## config.mk

```make
export PLATFORM = sky130hd
export DESIGN_NAME = mips_mc_ctrl
export DESIGN_NICKNAME = d
export VERILOG_FILES = /design/src/rtl/mips_pkg.sv /design/src/rtl/mips_mc_decode.sv /design/src/rtl/mips_mc_ctrl.sv
export SDC_FILE = /design/constraint.sdc
export NUM_CORES = 1
export LEC_CHECK = 0
export BUFFER_PORTS_ARGS = -buffer_cell sky130_fd_sc_hd__buf_2
export CORE_MARGIN = 5
export CORE_UTILIZATION = 39
export DETAILED_ROUTE_END_ITERATION = 8
export SYNTH_ARGS = -nofsm -noshare
export SYNTH_HDL_FRONTEND = slang
export SYNTH_SLANG_ARGS = --single-unit
```

## constraint.sdc

```tcl
create_clock -name clk -period 2.9 [get_ports clk]
set_clock_uncertainty 0.1 [all_clocks]
set_input_delay 0.58 -clock clk [delete_from_list [all_inputs] [get_ports clk]]
set_output_delay 0.58 -clock clk [all_outputs]
set_load 0.01 [all_outputs]
```

## src/rtl/mips_pkg.sv

```systemverilog
// Shared encodings for the multi-cycle MIPS control path: opcodes, FSM
// states, datapath select codes and the instruction classes seen by EXEC.
package mips_pkg;

  localparam logic [5:0] OP_RTYPE = 6'h00;
  localparam logic [5:0] OP_J     = 6'h02;
  localparam logic [5:0] OP_JAL   = 6'h03;
  localparam logic [5:0] OP_BEQ   = 6'h04;
  localparam logic [5:0] OP_BNE   = 6'h05;
  localparam logic [5:0] OP_ADDI  = 6'h08;
  localparam logic [5:0] OP_SLTI  = 6'h0A;
  localparam logic [5:0] OP_ANDI  = 6'h0C;
  localparam logic [5:0] OP_ORI   = 6'h0D;
  localparam logic [5:0] OP_LW    = 6'h23;
  localparam logic [5:0] OP_SW    = 6'h2B;
  localparam logic [5:0] FN_JR    = 6'h08;

  localparam logic [2:0] S_FETCH  = 3'd0;
  localparam logic [2:0] S_DECODE = 3'd1;
  localparam logic [2:0] S_EXEC   = 3'd2;
  localparam logic [2:0] S_MEM    = 3'd3;
  localparam logic [2:0] S_WB     = 3'd4;

  localparam logic [1:0] PCS_PC4  = 2'd0;
  localparam logic [1:0] PCS_BR   = 2'd1;
  localparam logic [1:0] PCS_JMP  = 2'd2;
  localparam logic [1:0] PCS_RS   = 2'd3;

  localparam logic [1:0] ALU_ADD   = 2'd0;
  localparam logic [1:0] ALU_SUB   = 2'd1;
  localparam logic [1:0] ALU_FUNCT = 2'd2;
  localparam logic [1:0] ALU_IMM   = 2'd3;

  localparam logic [1:0] RD_RT    = 2'd0;
  localparam logic [1:0] RD_RD    = 2'd1;
  localparam logic [1:0] RD_RA    = 2'd2;

  localparam logic [1:0] M2R_ALU  = 2'd0;
  localparam logic [1:0] M2R_MEM  = 2'd1;
  localparam logic [1:0] M2R_PC4  = 2'd2;

  typedef enum logic [3:0] {
    CLS_R, CLS_JR, CLS_IALU, CLS_LW, CLS_SW,
    CLS_BEQ, CLS_BNE, CLS_J, CLS_JAL, CLS_ILL
  } instr_cls_e;

  function automatic int max2(input int a, input int b);
    return (a > b) ? a : b;
  endfunction

endpackage

```

## src/rtl/mips_mc_decode.sv

```systemverilog
// Combinational instruction classifier: opcode/funct -> class + illegal flag.
module mips_mc_decode
  import mips_pkg::*;
(
  input  logic [5:0]  opcode_i,
  input  logic [5:0]  funct_i,
  output instr_cls_e  cls_o,
  output logic        illegal_o
);

  // Map each opcode onto the EXEC behaviour it needs; anything unknown is illegal.
  always_comb begin
    cls_o = CLS_ILL;
    case (opcode_i)
      OP_RTYPE: cls_o = (funct_i == FN_JR) ? CLS_JR : CLS_R;
      OP_ADDI, OP_ANDI, OP_ORI, OP_SLTI: cls_o = CLS_IALU;
      OP_LW:  cls_o = CLS_LW;
      OP_SW:  cls_o = CLS_SW;
      OP_BEQ: cls_o = CLS_BEQ;
      OP_BNE: cls_o = CLS_BNE;
      OP_J:   cls_o = CLS_J;
      OP_JAL: cls_o = CLS_JAL;
      default: cls_o = CLS_ILL;
    endcase
    illegal_o = (cls_o == CLS_ILL);
  end

endmodule

```

## src/rtl/mips_mc_ctrl.sv

```systemverilog
// Multi-cycle MIPS sequencer: FETCH/DECODE/EXEC/MEM/WB with parameterised
// memory wait states, stall freeze and a wrapping retired-instruction count.
module mips_mc_ctrl
  import mips_pkg::*;
#(
  parameter int IMEM_LAT = 1,
  parameter int DMEM_LAT = 1,
  parameter int CNT_W    = 32
) (
  input  logic             clk,
  input  logic             rst,
  input  logic [5:0]       opcode,
  input  logic [5:0]       funct,
  input  logic             zero,
  input  logic             stall,
  output logic             ir_we,
  output logic             pc_we,
  output logic [1:0]       pc_src,
  output logic             alu_src_b,
  output logic [1:0]       alu_op,
  output logic [1:0]       reg_dst,
  output logic [1:0]       mem_to_reg,
  output logic             reg_we,
  output logic             CEN,
  output logic             WEN,
  output logic             OEN,
  output logic             illegal,
  output logic             retired,
  output logic [CNT_W-1:0] instr_cnt
);

  localparam int WAIT_W = $clog2(max2(IMEM_LAT, DMEM_LAT)) + 1;
  localparam logic [WAIT_W-1:0] ILAST = WAIT_W'(IMEM_LAT - 1);
  localparam logic [WAIT_W-1:0] DLAST = WAIT_W'(DMEM_LAT - 1);

  logic [2:0]        state_q, state_d;
  logic [WAIT_W-1:0] wait_q, wait_d;
  instr_cls_e        cls_q, cls_d, dec_cls;
  logic              ill_q, ill_d, dec_ill;
  logic [CNT_W-1:0]  cnt_q;
  logic              fetch_last, mem_last, strobe_en;
  logic              ir_we_r, pc_we_r, reg_we_r, ret_r;

  mips_mc_decode u_decode (
    .opcode_i  (opcode),
    .funct_i   (funct),
    .cls_o     (dec_cls),
    .illegal_o (dec_ill)
  );

  assign fetch_last = (state_q == S_FETCH) && (wait_q == ILAST);
  assign mem_last   = (state_q == S_MEM)   && (wait_q == DLAST);
  // Reset and stall both suppress every one-cycle strobe.
  assign strobe_en  = !stall && !rst;

  // Next-state logic: wait-state counting in FETCH/MEM, class capture in DECODE.
  always_comb begin
    state_d = state_q;
    wait_d  = wait_q;
    cls_d   = cls_q;
    ill_d   = ill_q;
    case (state_q)
      S_FETCH: begin
        if (fetch_last) begin
          state_d = S_DECODE;
          wait_d  = '0;
        end else begin
          wait_d = wait_q + 1'b1;
        end
      end
      S_DECODE: begin
        cls_d   = dec_cls;
        ill_d   = dec_ill;
        state_d = S_EXEC;
      end
      S_EXEC: begin
        case (cls_q)
          CLS_R, CLS_IALU: state_d = S_WB;
          CLS_LW, CLS_SW:  state_d = S_MEM;
          default:         state_d = S_FETCH;
        endcase
      end
      S_MEM: begin
        if (mem_last) begin
          wait_d  = '0;
          state_d = (cls_q == CLS_LW) ? S_WB : S_FETCH;
        end else begin
          wait_d = wait_q + 1'b1;
        end
      end
      default: state_d = S_FETCH;
    endcase
  end

  // State, wait counter and retire counter; all frozen while stalled.
  always_ff @(posedge clk) begin
    if (rst) begin
      state_q <= S_FETCH;
      wait_q  <= '0;
      cls_q   <= CLS_R;
      ill_q   <= 1'b0;
      cnt_q   <= '0;
    end else if (!stall) begin
      state_q <= state_d;
      wait_q  <= wait_d;
      cls_q   <= cls_d;
      ill_q   <= ill_d;
      if (ret_r) cnt_q <= cnt_q + 1'b1;
    end
  end

  // Output decode of the current state; selects hold for the whole state.
  always_comb begin
    ir_we_r    = 1'b0;
    pc_we_r    = 1'b0;
    reg_we_r   = 1'b0;
    ret_r      = 1'b0;
    pc_src     = PCS_PC4;
    alu_src_b  = 1'b0;
    alu_op     = ALU_ADD;
    reg_dst    = RD_RT;
    mem_to_reg = M2R_ALU;
    CEN        = 1'b1;
    WEN        = 1'b1;
    OEN        = 1'b1;
    case (state_q)
      S_FETCH: begin
        ir_we_r = fetch_last;
        pc_we_r = fetch_last;
      end
      S_EXEC: begin
        case (cls_q)
          CLS_R:    alu_op = ALU_FUNCT;
          CLS_IALU: begin alu_src_b = 1'b1; alu_op = ALU_IMM; end
          CLS_LW, CLS_SW: begin alu_src_b = 1'b1; alu_op = ALU_ADD; end
          CLS_JR:   begin pc_we_r = 1'b1; pc_src = PCS_RS; ret_r = 1'b1; end
          CLS_BEQ:  begin alu_op = ALU_SUB; pc_src = PCS_BR; pc_we_r = zero;  ret_r = 1'b1; end
          CLS_BNE:  begin alu_op = ALU_SUB; pc_src = PCS_BR; pc_we_r = !zero; ret_r = 1'b1; end
          CLS_J:    begin pc_we_r = 1'b1; pc_src = PCS_JMP; ret_r = 1'b1; end
          CLS_JAL: begin
            pc_we_r    = 1'b1;
            pc_src     = PCS_JMP;
            reg_we_r   = 1'b1;
            reg_dst    = RD_RA;
            mem_to_reg = M2R_PC4;
            ret_r      = 1'b1;
          end
          default:  ret_r = 1'b1;
        endcase
      end
      S_MEM: begin
        CEN = 1'b0;
        if (cls_q == CLS_LW) OEN = 1'b0;
        else                 WEN = 1'b0;
        ret_r = (cls_q == CLS_SW) && mem_last;
      end
      S_WB: begin
        reg_we_r = 1'b1;
        ret_r    = 1'b1;
        if (cls_q == CLS_R)  reg_dst    = RD_RD;
        if (cls_q == CLS_LW) mem_to_reg = M2R_MEM;
      end
      default: ;
    endcase
    ret_r = ret_r && strobe_en;
  end

  assign ir_we     = ir_we_r  && strobe_en;
  assign pc_we     = pc_we_r  && strobe_en;
  assign reg_we    = reg_we_r && strobe_en;
  assign retired   = ret_r;
  assign illegal   = (state_q == S_EXEC) && ill_q && strobe_en;
  assign instr_cnt = cnt_q;

endmodule

```

==> results.toml, run 1 <==
[yosys]
yosysSeqAreaShare_pct = 31.0
synthArstFlopShare_pct = 0
ys_types = 57
syn_nets = 365
synth_edf_count = 0
syn_area_per_cell_um2 = 7.61
synthFlopType = "dfxtp_1"
synthesis.area_mm2 = 0.00265
yosys_warnings = 0
synthCells = 348
synth_seq_cells = 41

[routing]
via_per_inst = 5.68
routed_wl_um = 7300
drc = 0
ant_nets = 0
vias = 2761
post_drt_wl_per_cell_um = 15.0
drtPass1Iterations = 4
drt_iter0_drc = 228

[worst_setup_path]
crit_required_ps = 2220
crit_chain = "nand2b_1 > o41ai_4 > a41o_1 > buf_2"
cpMaxStageDelayCell = "dfxtp_1"
cp_data_arrival_time_ps = 2060
worstSetupPathType = "reg2out"
crit_fanout = 12
slowest_delay_ps = 540
crit_path_end_kind = "output port"
cp-start-kind = "register"
critPathTopFamily = "compound AO/OA/AOI/OAI gates"
critPathBufInv = 1

[pwr]
power_frac_comb_pct = 10.9
swShare_pct = 26.8
p_clk_share_pct = 35.0
cell_internal_pwr_mw = 0.780
power_density_mw_per_mm2 = 345
p_leak_nw = 1.15
seq_power_share_pct = 54.2
ir_drop_mv = 0.145
switching_power_mw = 0.286

[finish]
finish.instance_area_mm2 = 0.00309
nFillCells = 687
nets = 422
final_common_cell = "buf_2"
syn_to_final_growth_pct = 16.6
final_cell_mix = "buf_2 (64), dfxtp_1 (41), a21oi_1 (37)"
antenna_cells = 0
layout-drive-gt1-share_pct = 24.1

[global_routing]
grtUsageTotal_pct = 17.1
grt_max_degree = 41
first_global_vias = 2458
grt_pass1_wl_um = 12200
grt_overflow = 0
antenna_found_initial = 0

[timing]
fin_crit_sh_pct = 94.4
min_period_ps = 2740
slew_violations = 0
fmax_mhz = 365
tns_ps = 0
setup_violations = 0
rsz0062_at_grt = "no"
maxSlewHeadroom_pct = 20.7
hold_viol = 0
worst_pin_slew_ps = 1190

[hold_path]
hold_path.class = "reg2reg"

[die]
die_w_um = 92.4
ios = 65
core_area_mm2 = 0.00668
die_h_um = 92.4
num_rows = 30
start_util_pct = 39.6
dieArea_mm2 = 0.00854

[clock_network]
clock_sinks = 41
postCtsHoldBufs = 0
cts_buffer_depth = 2
clock_latency_ps = 290
cts_post_setup_buffers_inserted = 0
clk_pin_slew_ps = 80
ctsResizeCount = 0
cts_tree = "yes"
cts-buffers-inserted = 5
root_buffer = "clkbuf_8"
cts.htree.levels = 2

[placement]
routabilityCongestion = 0.829
place_hpwl_um = 5420
io_buffers = 64
place_area_mm2 = 0.00301

[status]
status = "finished, final reports clean"

[job]
cap_violations = 0
[stage by stage]
step | power [mW] | hold slack, ps | setup slack (ps) | util, % | cells
2_1_floorplan | 0.671 | 378 | 580 | - | 348
3_3_place_gp | 0.706 | 390 | 367 | 45.0 | 478
3_5_place_dp | 0.706 | 396 | 259 | 45.0 | 478
4_1_cts | 1.07 | 407 | 156 | 46.2 | 486
5_1_grt | 1.11 | 444 | 33.8 | 46.2 | 486
6_report | 1.07 | 403 | 164 | 46.2 | 486
[worst paths after layout]
kind,to,start,cells past startpoint,slack [ps]
max reg2reg,instr_cnt[25]$_SDFFE_PP0P_,cls_q[2]$_SDFFE_PP0P_,5,300
min,ill_q$_SDFFE_PP0P_,ill_q$_SDFFE_PP0P_,2,400
min reg2reg,ill_q$_SDFFE_PP0P_,ill_q$_SDFFE_PP0P_,2,400
max,retired,cls_q[2]$_SDFFE_PP0P_,4,160
[per-layer routing]
layer / routed length [um] / track usage (%) / up-vias
met5: 0 / 0 / -
li1: - / - / 1399
met4: 48 / 3.09 / 0
met3: 365 / 2.92 / 5
met1: 3650 / 25.1 / 1290
met2: 3240 / 26.3 / 67
[layout make-up]
class | count | area [um^2] | share of cell area (%)
clock buffer | 6 | 72.6 | 2.35
clock inverter | 2 | 10.0 | 0.324
inverter | 10 | 37.5 | 1.22
multi-input combinational | 276 | 1670 | 54.2
sequential | 41 | 821 | 26.6
tap | 80 | 100 | 3.24
timing repair buffer | 71 | 373 | 12.1
[Yosys cell counts, drive strengths merged (5+ instances only)]
master	instances	area (um^2)
nand3	10	50.1
nand4	12	81.3
nor2	34	128
nand2	29	109
or3	12	77.6
clkbuf	14	72.6
o21ai	14	70.1
or4	8	63.8
o41ai	5	62.6
buf	7	42.5
nand3b	5	37.5
a211oi	5	37.5
dfxtp	41	821
nor3	17	85.1
o31ai	9	67.6
a21oi	37	185
nand2b	11	76.3
nor2b	12	75.1
inv	10	37.5
[sequential cells by signal, summed over array words and instances, names as in the netlist]
signal	cells
ill_q	1
wait_q	1
instr_cnt	32
cls_q	4
state_q	3
[logic make-up after synthesis]
kind of cell / Yosys count / synth area share [%]
multiplexers: 6 / 2.46
XOR/XNOR: 3 / 0.993
adder cells (fa/ha/maj): 1 / 0.473
buffers and inverters: 31 / 5.77
flip-flops: 41 / 31.0
AO/OA/AOI/OAI: 90 / 22.3
AND/OR/NAND/NOR: 176 / 37.0
[worst register-to-register path, cell delays in order (launching register included)]
cell and delay [ps]:
dfxtp_1 420, a211oi_1 400, a21oi_1 140, a21oi_1 940, nor3_1 170, mux2_2 320
[power by group through the flow]
stage	Combinational [mW]	Clock [mW]	Sequential, mW
after detailed placement	0.116	0	0.590
after floorplan	0.0868	0	0.585
final	0.116	0.373	0.577
after global routing	0.131	0.400	0.579
after CTS	0.116	0.380	0.577
after global placement	0.115	0	0.590
Power figures use the tool's default switching activity.
==> inputs of run 2 (changes only) <==
Settings changed: SETUP_SLACK_MARGIN from default to 0.3.
==> run 2 against run 1 <==
  * Critical endpoint unchanged
  * Flip-flop and latch count unchanged
  * Clock-buffer cell count is the same
  * Fmax increased by 7.5%
  * Wire length is 1.1% higher
  * Sequential power hardly changed
==> results.toml, run 2 (synthesis gave the netlist of run 1 again) <==
[status]
status = "finished, final reports clean"

[worst_setup_path]
cp_data_arrival_time_ps = 1870
r2r_cells = 4
r2r_setup_slack_ps = 450
crit_path_start = "cls_q[0]$_SDFFE_PP0P_"
crit_fanout = 12
cp-start-kind = "register"
rr_endpoint = "instr_cnt[24]$_SDFFE_PP0P_"
endpoint = "retired"
worstSetupPathType = "reg2out"
crit_path_end_kind = "output port"
crit_required_ps = 2220
rr_startpoint = "cls_q[0]$_SDFFE_PP0P_"

[global_routing]
grt_max_degree = 41
antenna_found_initial = 0
grt_overflow = 0
grtUsageTotal_pct = 17.1
grt_pass1_wl_um = 12200
first_global_vias = 2458

[finish]
multiInputGateArea_mm2 = 0.00170
final_common_cell = "buf_2"
nets = 422
syn_to_final_growth_pct = 17.7
final_cell_mix = "buf_2 (64), dfxtp_1 (39), a21oi_1 (36)"
nFillCells = 680
seqCellArea_um2 = 823
layout-drive-gt1-share_pct = 25.9
largest_reg_flops = 32
antenna_cells = 0

[timing]
worst_pin_slew_ps = 754
maxSlewHeadroom_pct = 49.7
fin_crit_sh_pct = 87.8
slew_violations = 0
setup_violations = 0
fmax_mhz = 393
hold_viol = 0
min_period_ps = 2550
tns_ps = 0
rsz0062_at_grt = "no"
worst_slack_ps = 355

[placement]
dpl_worst_slack_ps = 259
io_buffers = 64
routabilityCongestion = 0.829
place_hpwl_um = 5420

[routing]
drt_iter0_drc = 231
via_per_inst = 5.66
vias = 2749
drc = 0
ant_nets = 0
routed_wl_um = 7380
drtPass1Iterations = 4
post_drt_wl_per_cell_um = 15.2

[hold_path]
hold_path.class = "reg2reg"
whs_path_depth = 2

[pwr]
cell_internal_pwr_mw = 0.780
swShare_pct = 27.1
p_leak_nw = 1.15
power_frac_comb_pct = 11.2
ir_drop_mv = 0.146
switching_power_mw = 0.290
power_density_mw_per_mm2 = 343
p_clk_share_pct = 34.9
seq_power_share_pct = 54.0

[clock_network]
clock_latency_ps = 290
clk_pin_slew_ps = 80
clock_sinks = 41
cts.htree.levels = 2
cts_post_setup_buffers_inserted = 0
cts-buffers-inserted = 5
cts_buffer_depth = 2
root_buffer = "clkbuf_8"
cts_tree = "yes"

[die]
core_area_mm2 = 0.00668
die_h_um = 92.4
ios = 65
start_util_pct = 39.6
num_rows = 30
die_w_um = 92.4
dieArea_mm2 = 0.00854

[job]
cap_violations = 0
==> run 2: what timing repair did <==
item	4_1_cts	5_1_grt
setup endpoints to repair	3	19
resized for setup	1	7
pin swaps	0	0
hold buffers	0	0
==> run 2: final cells by class <==
| cell class | count | share of cell area [%] |
|---|---|---|
| multi-input combinational | 276 | 54.6 |
| sequential | 41 | 26.4 |
| timing repair buffer | 71 | 12.0 |
| tap | 80 | 3.21 |
| clock buffer | 6 | 2.33 |
| inverter | 10 | 1.20 |
| clock inverter | 2 | 0.321 |
==> run 2: how the worst min path moves through the flow <==
| stage | start | endpoint | slack (ps) |
|---|---|---|---|
| 4_1_cts | ill_q$_SDFFE_PP0P_ | ill_q$_SDFFE_PP0P_ | 410 |
| 3_5_place_dp | ill_q$_SDFFE_PP0P_ | ill_q$_SDFFE_PP0P_ | 400 |
| 2_1_floorplan | ill_q$_SDFFE_PP0P_ | ill_q$_SDFFE_PP0P_ | 380 |
| 6_report | ill_q$_SDFFE_PP0P_ | ill_q$_SDFFE_PP0P_ | 410 |
| 3_3_place_gp | instr_cnt[9]$_SDFFE_PP0P_ | instr_cnt[9]$_SDFFE_PP0P_ | 390 |
| 5_1_grt | instr_cnt[23]$_SDFFE_PP0P_ | instr_cnt[23]$_SDFFE_PP0P_ | 440 |
==> run 2: metal layers <==
metal	routed length, um	global-route usage, %	up-vias
met3	380	2.92	4
met1	3690	25.1	1275
met4	34	3.09	0
met2	3280	26.3	74
li1	-	-	1396
met5	0	0	-
==> run 2: metrics by stage <==
step | util [%] | area (um^2) | power [mW] | std cells | hold WS (ps)
floorplan | - | 2650 | 0.671 | 348 | 378
global placement | 45.0 | 3010 | 0.706 | 478 | 390
detailed placement | 45.0 | 3010 | 0.706 | 478 | 396
CTS | 46.2 | 3090 | 1.07 | 486 | 407
global route | 46.6 | 3120 | 1.11 | 486 | 444
finish | 46.6 | 3120 | 1.07 | 486 | 409
==> run 2: critical path, cell delays in order, from the launching register on <==
cell,delay (ps)
dfxtp_1,450
o41ai_4,590
a41o_4,370
buf_2,160
==> run 2: power groups by stage <==
stage / combinational, mW / sequential (mW) / clock, mW
6_report: 0.119 / 0.578 / 0.373
5_1_grt: 0.133 / 0.579 / 0.400
4_1_cts: 0.116 / 0.577 / 0.380
3_5_place_dp: 0.116 / 0.590 / 0
3_3_place_gp: 0.115 / 0.590 / 0
2_1_floorplan: 0.0868 / 0.585 / 0
